==> src/rtl/ps2_pkg.sv <==
// Shared definitions for the PS/2 keyboard receive path: frame states, prefix bytes, parity helper.
package ps2_pkg;

    typedef enum logic [1:0] {
        ST_IDLE   = 2'd0,
        ST_DATA   = 2'd1,
        ST_PARITY = 2'd2,
        ST_STOP   = 2'd3
    } ps2_state_t;

    localparam logic [7:0] PS2_PREFIX_EXT = 8'hE0;
    localparam logic [7:0] PS2_PREFIX_REL = 8'hF0;
    localparam int         PS2_FRAME_LEN  = 11;

    // Odd parity: data bits plus parity bit must contain an odd number of ones.
    function automatic logic odd_parity_ok(input logic [7:0] data, input logic par);
        return ^{data, par};
    endfunction

endpackage

==> src/rtl/sync2.sv <==
// Two-flop synchronizer for asynchronous keyboard lines; both flops reset to RST_VAL.
module sync2 #(
    parameter logic RST_VAL = 1'b1
) (
    input  logic ck,
    input  logic rst,
    input  logic d,
    output logic q
);

    logic meta;

    always_ff @(posedge ck) begin
        if (rst) begin
            meta <= RST_VAL;
            q    <= RST_VAL;
        end else begin
            meta <= d;
            q    <= meta;
        end
    end

endmodule

==> src/rtl/ps2_frame_rx.sv <==
// Assembles 11-bit PS/2 frames from per-bit strobes, checks them, and folds E0/F0 prefixes into key events.
// state  | meaning
// IDLE   | waiting for a start bit (d=0 on a strobe)
// DATA   | shifting in 8 data bits, LSB first
// PARITY | next strobe carries the odd-parity bit
// STOP   | next strobe carries the stop bit; frame is judged here
module ps2_frame_rx
    import ps2_pkg::*;
#(
    parameter int TIMEOUT_CYCLES = 5000,
    parameter int TW             = 13
) (
    input  logic       ck,
    input  logic       rst,
    input  logic       bit_stb,
    input  logic       ps2_d,
    output logic [7:0] code,
    output logic       ext,
    output logic       rel,
    output logic       key_vld,
    output logic       frm_err
);

    localparam logic [TW-1:0] TC_LAST = TW'(TIMEOUT_CYCLES - 1);
    localparam logic [TW-1:0] TC_ONE  = TW'(1);

    logic            d_sync;
    ps2_state_t      state, state_nxt;
    logic [2:0]      bit_cnt, bit_cnt_nxt;
    logic [7:0]      shreg, shreg_nxt;
    logic            par_bit, par_bit_nxt;
    logic [TW-1:0]   tcnt, tcnt_nxt;
    logic            ext_pend, ext_pend_nxt;
    logic            rel_pend, rel_pend_nxt;
    logic [7:0]      code_nxt;
    logic            ext_nxt, rel_nxt;
    logic            key_vld_nxt, frm_err_nxt;
    logic            frame_good;

    sync2 #(.RST_VAL(1'b1)) u_sync_d (
        .ck  (ck),
        .rst (rst),
        .d   (ps2_d),
        .q   (d_sync)
    );

    assign frame_good = d_sync && odd_parity_ok(shreg, par_bit);

    always_ff @(posedge ck) begin
        if (rst) begin
            state    <= ST_IDLE;
            bit_cnt  <= '0;
            shreg    <= '0;
            par_bit  <= 1'b0;
            tcnt     <= '0;
            ext_pend <= 1'b0;
            rel_pend <= 1'b0;
            code     <= '0;
            ext      <= 1'b0;
            rel      <= 1'b0;
            key_vld  <= 1'b0;
            frm_err  <= 1'b0;
        end else begin
            state    <= state_nxt;
            bit_cnt  <= bit_cnt_nxt;
            shreg    <= shreg_nxt;
            par_bit  <= par_bit_nxt;
            tcnt     <= tcnt_nxt;
            ext_pend <= ext_pend_nxt;
            rel_pend <= rel_pend_nxt;
            code     <= code_nxt;
            ext      <= ext_nxt;
            rel      <= rel_nxt;
            key_vld  <= key_vld_nxt;
            frm_err  <= frm_err_nxt;
        end
    end

    always_comb begin
        state_nxt    = state;
        bit_cnt_nxt  = bit_cnt;
        shreg_nxt    = shreg;
        par_bit_nxt  = par_bit;
        tcnt_nxt     = tcnt + TC_ONE;
        ext_pend_nxt = ext_pend;
        rel_pend_nxt = rel_pend;
        code_nxt     = code;
        ext_nxt      = ext;
        rel_nxt      = rel;
        key_vld_nxt  = 1'b0;
        frm_err_nxt  = 1'b0;

        case (state)
            ST_IDLE: begin
                tcnt_nxt = '0;
                // A strobe with d=1 here is treated as a glitch and ignored.
                if (bit_stb && !d_sync) begin
                    state_nxt   = ST_DATA;
                    bit_cnt_nxt = '0;
                end
            end
            ST_DATA: begin
                if (bit_stb) begin
                    shreg_nxt   = {d_sync, shreg[7:1]};
                    bit_cnt_nxt = bit_cnt + 3'd1;
                    if (bit_cnt == 3'd7) state_nxt = ST_PARITY;
                end
            end
            ST_PARITY: begin
                if (bit_stb) begin
                    par_bit_nxt = d_sync;
                    state_nxt   = ST_STOP;
                end
            end
            ST_STOP: begin
                if (bit_stb) begin
                    state_nxt = ST_IDLE;
                    if (!frame_good) begin
                        frm_err_nxt  = 1'b1;
                        ext_pend_nxt = 1'b0;
                        rel_pend_nxt = 1'b0;
                    end else if (shreg == PS2_PREFIX_EXT) begin
                        ext_pend_nxt = 1'b1;
                    end else if (shreg == PS2_PREFIX_REL) begin
                        rel_pend_nxt = 1'b1;
                    end else begin
                        code_nxt     = shreg;
                        ext_nxt      = ext_pend;
                        rel_nxt      = rel_pend;
                        key_vld_nxt  = 1'b1;
                        ext_pend_nxt = 1'b0;
                        rel_pend_nxt = 1'b0;
                    end
                end
            end
            default: state_nxt = ST_IDLE;
        endcase

        // Inside a frame a strobe restarts the gap timer and takes priority over expiry.
        if (state != ST_IDLE) begin
            if (bit_stb) begin
                tcnt_nxt = '0;
            end else if (tcnt == TC_LAST) begin
                state_nxt    = ST_IDLE;
                bit_cnt_nxt  = '0;
                tcnt_nxt     = '0;
                frm_err_nxt  = 1'b1;
                ext_pend_nxt = 1'b0;
                rel_pend_nxt = 1'b0;
            end
        end
    end

endmodule
==> config.mk <==
export PLATFORM = sky130hd
export DESIGN_NAME = ps2_frame_rx
export DESIGN_NICKNAME = d
export VERILOG_FILES = /design/src/rtl/ps2_pkg.sv /design/src/rtl/sync2.sv /design/src/rtl/ps2_frame_rx.sv
export SDC_FILE = /design/constraint.sdc
export NUM_CORES = 1
export LEC_CHECK = 0
export CAP_MARGIN = 25
export CORE_UTILIZATION = 56
export CTS_CLUSTER_SIZE = 30
export DETAILED_ROUTE_END_ITERATION = 6
export PLACE_DENSITY = 0.84
export RECOVER_POWER = 100
export SKIP_CTS_REPAIR_TIMING = 1
export SYNTH_ARGS = -nofsm -noshare
export SYNTH_HDL_FRONTEND = slang
export SYNTH_HIERARCHICAL = 1
export SYNTH_SLANG_ARGS = --single-unit
==> constraint.sdc <==
create_clock -name ck -period 2 [get_ports ck]
set_input_delay 0.5 -clock ck [delete_from_list [all_inputs] [get_ports ck]]
set_output_delay 0.5 -clock ck [all_outputs]
set_load 0.02 [all_outputs]
# Word-level counts from Yosys, hierarchy flattened
# Index checks and enable logic that the tools add are counted.
# classes
add_sub_neg	2
n_eq_ne	7
n_reduce_logical	10
n_shift	0
n_mux	42
n_bitwise	5
div_mod_pow	0
magnitude_cmp	0
mul	0
# ops
operator	count
2-to-1 mux 13 bit	4
2-to-1 mux 1 bit	23
equality test 8 bit (second input constant)	2
2-to-1 mux 2 bit	8
2-to-1 mux 3 bit	5
adder 13 x 1 -> 13 bit (second input constant)	1
equality test 13 bit (second input constant)	1
XOR reduction 9 bit	1
case mux 2 bit (4 select lines)	1
case mux 3 bit (2 select lines)	1
NOT 1 bit	5
AND reduction 5 bit	1
OR reduction 5 bit	1
equality test 2 bit (second input constant)	2
AND reduction 2 bit	2
adder 3 x 1 -> 3 bit (second input constant)	1
equality test 3 bit (second input constant)	1
equality test 2 x 1 -> 1 bit (second input constant)	1
logical AND 1 bit	2
logical NOT 2 bit	1
nonzero test 2 bit	1
logical NOT 1 bit	1
# totals
rom_bits	0
ram_bits	0
elab_cells	80
reg_bits	43
latch_bits	0
memories	0
out_inout_bits	12

# Longest topological paths before layout
# depth
word_depth	9
ltp_mapped	6
ltp_nobuf	5

# Hierarchy
# The synthesis kept the hierarchy.
# modules_own_cells
module	cells_per_inst	area_each_um2	seq_area_each_um2	n_inst
ps2_frame_rx	207	1825.5	820.8	1
sync2	4	52.6	40.0	1

# Least setup slack after synthesis
# No wires, ideal clock.
# synth_path
path_kind	input to register
from	in bit_stb
to	reg code[0]
cell_stages	6
t_required_ns	1.928
arrival_ns	1.482
slack_ns	0.446
cell_sequence	and3_1 -> clkbuf_1 -> o2111ai_1 -> mux2i_1 -> buf_6 -> mux2i_1
# synth_between
elab_chain_cells	1
# synth_rtl
element	line_no	rtl
from (decl)	ps2_frame_rx.sv:15	input logic bit_stb,
AND reduction 5 bit (no source line)	--	
to (signal assigned)	ps2_frame_rx.sv:71	code <= code_nxt;
to (decl)	ps2_frame_rx.sv:17	output logic [7:0] code,
# No other way between the ends.
# A chain may end at the register's enable or synchronous reset.

# Final worst setup path
# layout_path
from	reg code[1]
to	out code[1]
# No word-level cell between the ends.

==> run summary <==
The number of distinct library cells after synthesis is 36. The H-tree was split into 2 levels. Once layout is done, the placed cells without fillers occupy roughly 0.0022 mm².

The core occupancy in the finished layout came out at about 70%. The power dissipated by switching net loads came out at approximately 0.3 mW. The area of the die is roughly 0.0036 mm². The signal on the critical path passes through dlygate4sd3_1.

The achievable clock frequency is between 0.5 and 0.6 GHz. In the final design database the tool counted 243 nets. The hold path startpoint is u_sync_d/meta.

The clock transition at the register clock pins on the worst setup and hold paths after CTS is 120 ps. The fraction of power spent switching nets came out at between 20% and 30%. The largest individual stage delay along the critical path comes from the cell dlygate4sd3_1. The leakage power figure came out at between 0.8 and 0.9 nW.

Clock tree synthesis found a total of 43 sinks. The overall routed net length came out at about 3500 µm. The maximum vdd drop is around 0.37 mV. The maximum number of pins on one net before global-route repair is 22. The combinational cell fraction of total power is between 3 and 4%. The final number of hold-violating endpoints was 0. The number of global-route vias before repair is 1399. The number of nets handed over by synthesis was 218. The number of rows created at floorplan came out at 20. Summing internal, switching and leakage power gives approximately 1.4 mW. The mean area per synthesized cell came out at around 8.9 µm². The critical path in this run is classified as reg -> out. Of the synthesized area, sequential elements account for between 40% and 50%. The leading cell type in the layout, fill and taps excluded is nand2_1. For this configuration, the core starts out at a cell density of between 60% and 70%. The sum of overflow across all layers after global routing is 0.

The setup slack on the worst flop-to-flop path came out at around 240 ps. The data required time of the critical path came out at 1500 ps. The first global-routing pass estimated 5920 µm of wire.

The cell type with the largest total area after synthesis is dfxtp_1. By area the synthesized netlist is led by dfxtp_1 (46%), nand2_1 (9.0%), mux2i_1 (7.5%). The total CTS buffers is 5. The worst setup path is captured at an output port.

After detailed routing, the average wire length per cell comes to between 10 and 15 µm. The region available for standard cell placement spans approximately 0.0031 mm². The worst register-to-register path ends at tcnt[3]. For hold timing, the worst endpoint is u_sync_d/q. Setup repair after global routing left no endpoint under its margin. In this run the worst hold path is classified as reg -> reg. The worst hold path stage count came out at 1. The sequential share of power is approximately 60%. TritonCTS built the clock tree. Of all nets on the critical path, the largest fanout is 2. The vertical die dimension came out at approximately 60 µm. The path length in cells of the critical path came out at 1. The setup TNS after final layout is 0 ps. The worst setup path is launched from a register. Summing over every cut layer, the via total after detailed routing is 1537. The startpoint identified for the worst register-to-register timing path is tcnt[0]. The clock root buffer is clkbuf_4.

The clock network burns a little over a third of the power. Counting cells, the worst reg-to-reg path comes to 6. The combined area of all synthesized cells came out at between 0.0015 and 0.002 mm². The placed instance area came out at ~0.0021 mm². The run finished with clean final reports. Leaving out fill and tap cells, the most frequent cells in the layout are nand2_1 (45), dfxtp_1 (43), nor2_1 (20).

The number of ports placed on the die boundary came out at 16. The power density of the placed cells came out at between 600 and 700 mW/mm². At the end of routability-driven placement, the weighted congestion stood at approximately 0.81. Buffers placed on the I/O ports in this run total 15.

The number of fill cells in the layout came out at roughly 250. The count of synthesis-stage warnings from yosys came out at 6. The sequential cell area came out at roughly 860 µm². The clock tree buffer depth is 2. The number of synthesized register bits came out at 43.

The largest clock skew in the final design is 12.34 ps. The clock latency at the later pin of the worst-skew pair is around 360 ps. The fraction of layout instances using a drive strength above 1 is between 6 and 7%. Dividing the detail-routed via count by the number of cells gives approximately 5.5. Broken down by cell family, the worst path's largest delay share belongs to buffers and inverters.

The count of mapped cells out of synthesis is around 210. The number of nets with antenna violations after routing came out at 0. The number of maximum-capacitance constraint violations came out at 0.

The multi-input combinational cell area is around 960 µm². The total internal power came out at between 1 and 1.5 mW. The floorplan die width is about 60 µm. The number of max-slew violations in the final report is 0. The post-detailed-placement half-perimeter wirelength came out at between 2000 and 3000 µm. The normalized max-slew margin is 76.41%. Summed over its instances, the top area cell type makes up 45.84% of the synthesized netlist area. The number of antenna violations at the first check in global routing came out at 0. The violation count after the first detailed-route iteration came out at 62. The pre-antenna-repair detailed-routing pass consisted of 4 iterations. The maximum single-stage delay on the critical path came out at about 680 ps. The data arrival time of the worst path is ~1400 ps. The shortest clock period the worst path allows after layout came out at 1881 ps. The total global routing track utilization came out at 22.68%. After detailed routing, the number of remaining DRC violations is 0. Setup violations remaining at the end of the flow were counted as 0. The number of antenna cells inserted is 0. The area growth from synthesis to layout is 17.32%.

The share of the clock period used by the worst path after layout came out at ~94%. The buffering stage count on the worst path with inverters included came out at 1. The slew at the pin with the worst max-slew slack is about 350 ps.
[how the worst max path moves through the flow]
stage | start | endpoint
after floorplan | bit_stb | code[0]
after global placement | bit_stb | ext
after detailed placement | bit_stb | code[1]
after CTS | code[5] | code[5]
after global routing | shreg[1] | ext_pend
final | code[1] | code[1]
[power groups by stage]
stage	logic, mW	registers [mW]	clock network [mW]
after detailed placement	0.0482	0.883	0
after CTS	0.0484	0.864	0.530
final	0.0453	0.864	0.519
after global routing	0.0508	0.865	0.565
after floorplan	0.0230	0.882	0
after global placement	0.0478	0.883	0
[kinds of logic (layout without fill, tap and decap cells)]
kind of cell / Yosys count / in the layout / share of synthesized area (%)
buffers and inverters: 13 / 38 / 3.064
flip-flops: 43 / 43 / 45.84
AO/OA/AOI/OAI: 28 / 28 / 8.994
adder cells (fa/ha/maj): 3 / 3 / 1.999
XOR/XNOR: 15 / 15 / 9.260
AND/OR/NAND/NOR: 95 / 95 / 23.38
multiplexers: 14 / 14 / 7.461
[state kept, by name, summed over array words and instances (netlist names)]
register	cells
bit_cnt	3
code	8
ext	1
ext_pend	1
frm_err	1
key_vld	1
par_bit	1
rel	1
rel_pend	1
shreg	8
state	2
tcnt	13
u_sync_d/meta	1
u_sync_d/q	1
[final cells by class]
type                    count  share of cell area, %
flip-flops and latches     43                  39.07
multi-input cells         155                  43.55
clock buffers               6                  1.874
clock inverters             1                  1.363
inverters                   3                 0.5111
well taps                  44                  2.499
repair buffers             28                  11.13
[through the flow]
step / hold WS, ps / worst slack (ps) / instances
global placement: 388.0 / 67.07 / 273
global route: 439.6 / 58.10 / 280
floorplan: 385.4 / 446.3 / 211
CTS: 426.9 / 183.0 / 280
finish: 421.9 / 119.1 / 280
detailed placement: 392.3 / 13.34 / 273
[cell usage after synthesis (all sizes together)]
master / instances
a22oi: 2
xor3: 1
nand2: 45
o211ai: 1
nand3: 3
inv: 3
nand4: 5
dfxtp: 43
o21bai: 1
and2: 4
a21oi: 12
mux2i: 14
nand2b: 1
nand3b: 1
xor2: 8
and3: 2
a211oi: 2
a31o: 1
ha: 3
or2: 2
nor2b: 2
buf: 2
o2111ai: 2
nor3: 3
clkbuf: 8
or3: 2
xnor2: 4
and4: 2
nor4b: 2
or4b: 1
a21o: 1
nor2: 20
xnor3: 2
o21ai: 6
[per-layer routing]
layer	global-route usage, %	vias up	routed length [µm]
met5	0	-	0
met4	10.96	0	74
met3	6.710	8	159
met2	37.14	30	1622
met1	27.03	729	1627
li1	-	770	-
Note: power is estimated with default switching activity, not from simulation.
